File: config.mk
export PLATFORM = sky130hd
export DESIGN_NAME = aftab_serial_comparator
export DESIGN_NICKNAME = d
export VERILOG_FILES = /design/src/rtl/aftab_cmp_pkg.sv /design/src/rtl/aftab_chunk_compare.sv /design/src/rtl/aftab_serial_comparator.sv
export SDC_FILE = /design/constraint.sdc
export NUM_CORES = 1
export LEC_CHECK = 0
export BUFFER_PORTS_ARGS = -buffer_cell sky130_fd_sc_hd__buf_2
export CORE_MARGIN = 2
export CORE_UTILIZATION = 54
export DETAILED_ROUTE_END_ITERATION = 12
export GPL_ROUTABILITY_DRIVEN = 0
export HOLD_SLACK_MARGIN = 0.08
export PLACE_DENSITY = 0.86
export SYNTH_ARGS = -nofsm -noshare
export SYNTH_HDL_FRONTEND = slang
export SYNTH_SLANG_ARGS = --single-unit
File: constraint.sdc
create_clock -name clk -period 3.6 [get_ports clk]
set_input_delay 0.72 -clock clk [delete_from_list [all_inputs] [get_ports clk]]
set_output_delay 0.72 -clock clk [all_outputs]
set_load 0.03 [all_outputs]
File: src/rtl/aftab_cmp_pkg.sv
// Shared definitions for the AFTAB serial comparator: FSM state encoding and
// default operand/chunk widths.
package aftab_cmp_pkg;

  typedef enum logic [1:0] {
    CMP_IDLE    = 2'b00,
    CMP_COMPARE = 2'b01,
    CMP_DONE    = 2'b10
  } cmpState_t;

  localparam int CMP_SIZE  = 32;
  localparam int CMP_CHUNK = 8;

endpackage

File: src/rtl/aftab_chunk_compare.sv
// Combinational unsigned magnitude compare of one chunk; exactly one of
// lt/eq/gt is high for any input pair.
module aftab_chunk_compare
  import aftab_cmp_pkg::*;
#(
  parameter int chunk = CMP_CHUNK
) (
  input  logic [chunk-1:0] x,
  input  logic [chunk-1:0] y,
  output logic             lt,
  output logic             eq,
  output logic             gt
);

  assign lt = (x < y);
  assign eq = (x == y);
  assign gt = (x > y);

endmodule

File: src/rtl/aftab_serial_comparator.sv
// Area-reduced operand comparator: walks the latched operands one chunk per
// cycle, MSB chunk first, and stops at the first chunk that differs.
module aftab_serial_comparator
  import aftab_cmp_pkg::*;
#(
  parameter int size  = CMP_SIZE,
  parameter int chunk = CMP_CHUNK
) (
  input  logic            clk,
  input  logic            rst,
  input  logic            start,
  input  logic [size-1:0] a,
  input  logic [size-1:0] b,
  input  logic            comparedSignedUnsignedBar,
  output logic            busy,
  output logic            done,
  output logic            lt,
  output logic            eq,
  output logic            gt
);

  localparam int NUM_CHUNKS = size / chunk;
  localparam int IDX_W      = $clog2(NUM_CHUNKS);
  localparam logic [IDX_W-1:0] LAST_IDX = IDX_W'(NUM_CHUNKS - 1);

  cmpState_t        r_state;
  cmpState_t        w_nextState;
  logic [size-1:0]  r_aa;
  logic [size-1:0]  r_bb;
  logic [IDX_W-1:0] r_index;
  logic             r_lt;
  logic             r_eq;
  logic             r_gt;

  logic [chunk-1:0] w_aChunk;
  logic [chunk-1:0] w_bChunk;
  logic             w_chunkLt;
  logic             w_chunkEq;
  logic             w_chunkGt;
  logic [size-1:0]  w_aEnc;
  logic [size-1:0]  w_bEnc;

  // Flipping the sign bit maps two's-complement order onto unsigned order,
  // so the chunk walk itself never needs to know the mode.
  assign w_aEnc = comparedSignedUnsignedBar ? {~a[size-1], a[size-2:0]} : a;
  assign w_bEnc = comparedSignedUnsignedBar ? {~b[size-1], b[size-2:0]} : b;

  assign w_aChunk = r_aa[r_index*chunk +: chunk];
  assign w_bChunk = r_bb[r_index*chunk +: chunk];

  aftab_chunk_compare #(
    .chunk(chunk)
  ) u_chunkCompare (
    .x (w_aChunk),
    .y (w_bChunk),
    .lt(w_chunkLt),
    .eq(w_chunkEq),
    .gt(w_chunkGt)
  );

  always_ff @(posedge clk or posedge rst) begin
    if (rst) begin
      r_state <= CMP_IDLE;
    end else begin
      r_state <= w_nextState;
    end
  end

  always_comb begin
    w_nextState = r_state;
    case (r_state)
      CMP_IDLE: begin
        if (start) begin
          w_nextState = CMP_COMPARE;
        end
      end
      CMP_COMPARE: begin
        if (w_chunkLt || w_chunkGt || (w_chunkEq && (r_index == '0))) begin
          w_nextState = CMP_DONE;
        end
      end
      CMP_DONE: begin
        w_nextState = CMP_IDLE;
      end
      default: begin
        w_nextState = CMP_IDLE;
      end
    endcase
  end

  // Flags stay cleared during the walk and are held in IDLE until the next
  // accepted start, so the result remains readable after the done pulse.
  always_ff @(posedge clk or posedge rst) begin
    if (rst) begin
      r_aa    <= '0;
      r_bb    <= '0;
      r_index <= '0;
      r_lt    <= 1'b0;
      r_eq    <= 1'b0;
      r_gt    <= 1'b0;
    end else begin
      case (r_state)
        CMP_IDLE: begin
          if (start) begin
            r_aa    <= w_aEnc;
            r_bb    <= w_bEnc;
            r_index <= LAST_IDX;
            r_lt    <= 1'b0;
            r_eq    <= 1'b0;
            r_gt    <= 1'b0;
          end
        end
        CMP_COMPARE: begin
          if (w_chunkLt) begin
            r_lt <= 1'b1;
          end else if (w_chunkGt) begin
            r_gt <= 1'b1;
          end else if (r_index == '0) begin
            r_eq <= 1'b1;
          end else begin
            r_index <= r_index - 1'b1;
          end
        end
        default: begin
        end
      endcase
    end
  end

  assign busy = (r_state == CMP_COMPARE) || (r_state == CMP_DONE);
  assign done = (r_state == CMP_DONE);
  assign lt   = r_lt;
  assign eq   = r_eq;
  assign gt   = r_gt;

endmodule

# --- Yosys cells after proc, flatten, opt, wreduce, memory -nomap -nowiden ---
# Cells that the tools add are included.
classes:
  add_sub_neg: 1
  order_cmp: 2
  n_eq_ne: 11
  shift: 2
  mux: 20
  bitwise_logic: 2
  n_reduce_logical: 13
ops:
  columns: ["operator", "n"]
  rows:
  - ["2-to-1 mux 32 bit", 2]
  - ["variable part select 32 x 6 -> 8 bit", 2]
  - ["inequality test 2 bit, second input constant", 8]
  - ["2-to-1 mux 2 bit", 6]
  - ["AND reduction 5 bit", 2]
  - ["== test 8 bit", 1]
  - ["greater-than comparator 8 bit", 1]
  - ["< comparator 8 bit", 1]
  - ["one-hot mux 2 bit (2 select lines)", 2]
  - ["2-to-1 mux 1 bit", 7]
  - ["one-hot mux 1 bit (2 select lines)", 3]
  - ["logical NOT 2 bit", 2]
  - ["AND reduction 2 bit", 2]
  - ["AND reduction 4 bit", 1]
  - ["logical OR 1 bit", 3]
  - ["AND reduction 3 bit", 1]
  - ["== test 2 x 1 -> 1 bit, second input constant", 1]
  - ["== test 2 bit, second input constant", 1]
  - ["inverter 1 bit", 2]
  - ["nonzero test 2 bit", 1]
  - ["subtractor 2 x 1 -> 2 bit, second input constant", 1]
  - ["logical AND 1 bit", 1]
word_totals:
  register_bits: 71
  output_inout_bits: 5
  wordCells: 58

# --- Logic depth before layout (Yosys ltp) ---
logic_depth:
  word_depth: 6
  depth_mapped: 9
  ltp_nobuf: 8

# --- By module ---
# A second synthesis with hierarchy kept.
unflattened:
  hier_cells: 236
  area_unflattened_um2: 3509.6
by_module_without_submodules:
  columns: ["module", "instances", "cells_per_inst", "area_per_inst_um2", "seq_area_each_um2"]
  rows:
  - ["aftab_serial_comparator", 1, 207, 3284.4, 1776.7]
  - ["aftab_chunk_compare", 1, 29, 225.2, 0.0]

# --- Worst setup path after synthesis ---
# No wires, ideal clock.
synth_path:
  path_kind: "reg-to-reg"
  from: "register r_index[0]"
  to: "register r_state[0]"
  setup_time_ns: 0.125
  t_arrival_ns: 2.654
  slack_ns: 0.821
  stages_incl_launch_ff: 10
  n_path_buf: 2
  cell_sequence: "dfrtp_1 buf_2 buf_4 mux4_2 ha_1 nor2b_4 o211a_4 o31ai_4 o21ai_2 mux2_4"
synth_between:
  elab_chain_len: 6
synth_lines:
  columns: ["element", "line", "source"]
  rows:
  - ["start: declaration", "aftab_serial_comparator.sv:30", "logic [IDX_W-1:0] r_index;"]
  - ["start signal: assignment", "aftab_serial_comparator.sv:121", "r_index <= r_index - 1'b1;"]
  - ["variable part select 32 x 6 -> 8 bit (on tied branches)", "aftab_serial_comparator.sv:48, aftab_serial_comparator.sv:49", null]
  - ["< comparator 8 bit (tied with other cells)", "aftab_chunk_compare.sv:15", "assign lt = (x < y);"]
  - ["logical OR 1 bit or logical AND 1 bit (tied branches)", "aftab_serial_comparator.sv:78", "if (w_chunkLt || w_chunkGt || (w_chunkEq && (r_index == '0))) begin"]
  - ["logical OR 1 bit (*)", "aftab_serial_comparator.sv:78", null]
  - ["inequality test 2 bit (no line) (*)", null, null]
  - ["AND reduction 2 bit (no line) (*)", null, null]
  - ["end signal: assignment", "aftab_serial_comparator.sv:65", "r_state <= w_nextState;"]
  - ["end: declaration", "aftab_serial_comparator.sv:26", "cmpState_t r_state;"]
# Every way passes the cells marked *; elsewhere a longest branch is shown, timed or not.
# A chain may end at the register's enable or synchronous reset.

# --- Final worst setup path ---
layout_path:
  from: "register r_index[1]"
  to: "register r_state[0]"
# The elaborated chain is that of the path after synthesis.

==> impl_metrics.tcl <==
set metrics [dict create \
    outcome "finished, final reports clean" \
    critPathCaptureType "flop" \
    root_buffer "clkbuf_8" \
    rsz0062_at_grt "false" \
    max-cap-violations 0 \
    vias 2170 \
    worst_pin_slew_ns 0.769 \
    dr.first_iter.drc_count 155 \
    die_area_sq_um 7010 \
    start_util 0.550 \
    postRouteAntennaNets 0 \
    ioPinCount 73 \
    cts_tree "done" \
    grt_max_degree 37 \
    fmax_mhz 354 \
    layout.nets 393 \
    yosys.cell_types.count 29 \
    antennaDiodeCount 0 \
    power_density_nw_per_um2 893 \
    routed.top_layer "met4" \
    postLayoutCellArea_sq_um 4140 \
    final_core_util 0.664 \
    ys_top_cells_by_area "dfrtp_1 (52%), mux2_2 (20%), mux4_2 (11%)" \
    hold_viol 0 \
    postCtsSetupRepairBufs 0 \
    synth.avg_cell_area_sq_um 14.5 \
    layout-drive-gt1-share 0.571 \
    dp_cells 378 \
    synth_edf_count 0 \
    cts_made_buffers 9 \
    leakagePower_nw 1.95 \
    cts.sinks 71 \
    grt_overflow 0 \
    cts.reportedPaths.clkPinSlew_ns 0.08 \
    routedLengthMet1_mm 2.73 \
    place_area_sq_um 3860 \
    dr_wl_met3_um 303 \
    synthFlopType "dfrtp_1" \
    drc 0 \
    clock_latency_ns 0.35 \
    fp.dieW_um 83.7 \
    path_max_fanout 18 \
    grt_use_total 0.214 \
    instances_no_fill 394 \
    yosysWarnings 0 \
    synth_fp_nets 317 \
    holdBufCountCts 0 \
    finalSetupTns_ns 0 \
    first_pass_iters 4 \
    finClkSkew_ns 0.00550 \
    die_height_um 83.7 \
    nFillCells 460 \
    peakVddDrop_mv 0.472 \
    hold_class "input pin to asynchronous set/reset pin" \
    cts.repair.resized 0 \
    yosysSeqAreaShare 0.518 \
    finalPower_mw 3.70 \
    p_int_mw 2.54 \
    period_needed_ns 2.83 \
    yosysMostFrequentCell "dfrtp_1" \
    worst_ep_required_time_ns 3.84 \
    period_share 0.785 \
    htreeDepth 3 \
    synth_top_cells_by_count "dfrtp_1 (71), mux2_2 (62), inv_1 (17)" \
    antenna_found_initial 0 \
    num_rows 29 \
    crit_type "flop to flop" \
    yosysTopAreaCellShare 0.518 \
    area_delta_synth_final_pct 20.8 \
    ys_async_sr_fraction 1.00 \
    clockPowerShare 0.234 \
    first_global_vias 2381 \
    slew_headroom 0.487 \
    core-area_sq_um 6240 \
    comb_power_share 0.383 \
    wl_per_cell_um 17.3 \
    avgViaCountPerCell 5.51 \
    setup_viol 0 \
    worstSetupStartpointType "flop" \
    io_buffers 72 \
    syn_inst 236 \
    cts_buffer_depth 2 \
    power_switching_mw 1.15 \
    met2WireLength_mm 3.65 \
    pwr-share-seq 0.383 \
    routed_wl_mm 6.82 \
    netlist_area_sq_um 3430 \
    grt_pass1_wl_mm 11.5 \
    synth_seq_cells 71 \
    critPathArrivalTime_ns 3.07 \
    swShare 0.312 \
    drv_slew 0 \
    yosys.area.top_type "dfrtp_1" \
    dp_hpwl_mm 4.81 \
]
## area by class of cell
class	count	area [sq um]	area share
well taps	77	96.3	0.0232
inverters	17	63.8	0.0154
clock buffers	11	151	0.0365
flip-flops and latches	71	1780	0.429
repair buffers	77	398	0.0960
multi-input cells	136	1530	0.369
clock inverters	5	128	0.0308
## worst max-delay path, cell delays in order, from the launching register on
cell,delay (ns)
dfrtp_1,0.85
mux4_2,0.42
ha_1,0.35
a21oi_1,0.20
o21ai_2,0.12
o31ai_4,0.38
o21ai_2,0.10
mux2_4,0.30
## worst paths after layout
check                      depth (start not counted)    endpoint       start  slack (ns)
max                                                7  r_state[0]  r_index[1]        0.77
min                                                2    r_aa[23]         rst        0.39
max reg2reg                                        7  r_state[0]  r_index[1]        0.77
min reg2reg                                        2    r_bb[31]    r_bb[31]        0.49
max in group asynchronous                          3    r_aa[11]         rst        2.49
min in group clk                                   2    r_bb[31]    r_bb[31]        0.49
## cells by family (layout without fill, tap and decap cells)
logic type,count (synthesis),count (layout),share of synthesized area
mux,79,79,0.313
buf+inv,29,110,0.0368
simple gates,20,20,0.0306
xor+xnor,2,2,0.00511
flops,71,71,0.518
fa+ha+maj,13,13,0.0474
compound gates,22,22,0.0492
## power groups by stage
stage               logic [mW]  registers [mW]  clock network [mW]
floorplan                 1.14            1.36                   0
global route              1.55            1.45               0.909
detailed placement        1.41            1.42                   0
finish                    1.42            1.42               0.865
CTS                       1.43            1.41               0.874
global placement          1.33            1.41                   0
## metal layers
metal	vias to the layer above	global-route usage
met2	55	0.363
met3	11	0.0643
met4	0	0.0748
li1	1007	-
met1	1097	0.262
met5	-	0
## registers in the layout (all words and copies together) (netlist names)
signal / flops
eq: 1
gt: 1
lt: 1
r_aa: 32
r_bb: 32
r_index: 2
r_state: 2
## metrics by stage
stage / hold WS (ns) / setup slack, ns
final: 0.394 / 0.772
after global routing: 0.443 / 0.597
after global placement: 0.465 / 0.906
after CTS: 0.402 / 0.770
after floorplan: 0.445 / 0.821
after detailed placement: 0.479 / 0.790
## layout by cell type, fill, tap and decap left out, drive strengths merged, types with 4 or more instances in the layout
cell type	n
a21oi	7
clkbuf	11
buf	77
mux4	16
nand2	5
nor2	6
mux2	63
bufinv	4
dfrtp	71
inv	17
o21ai	6
ha	13
Power figures use the tool's default switching activity.
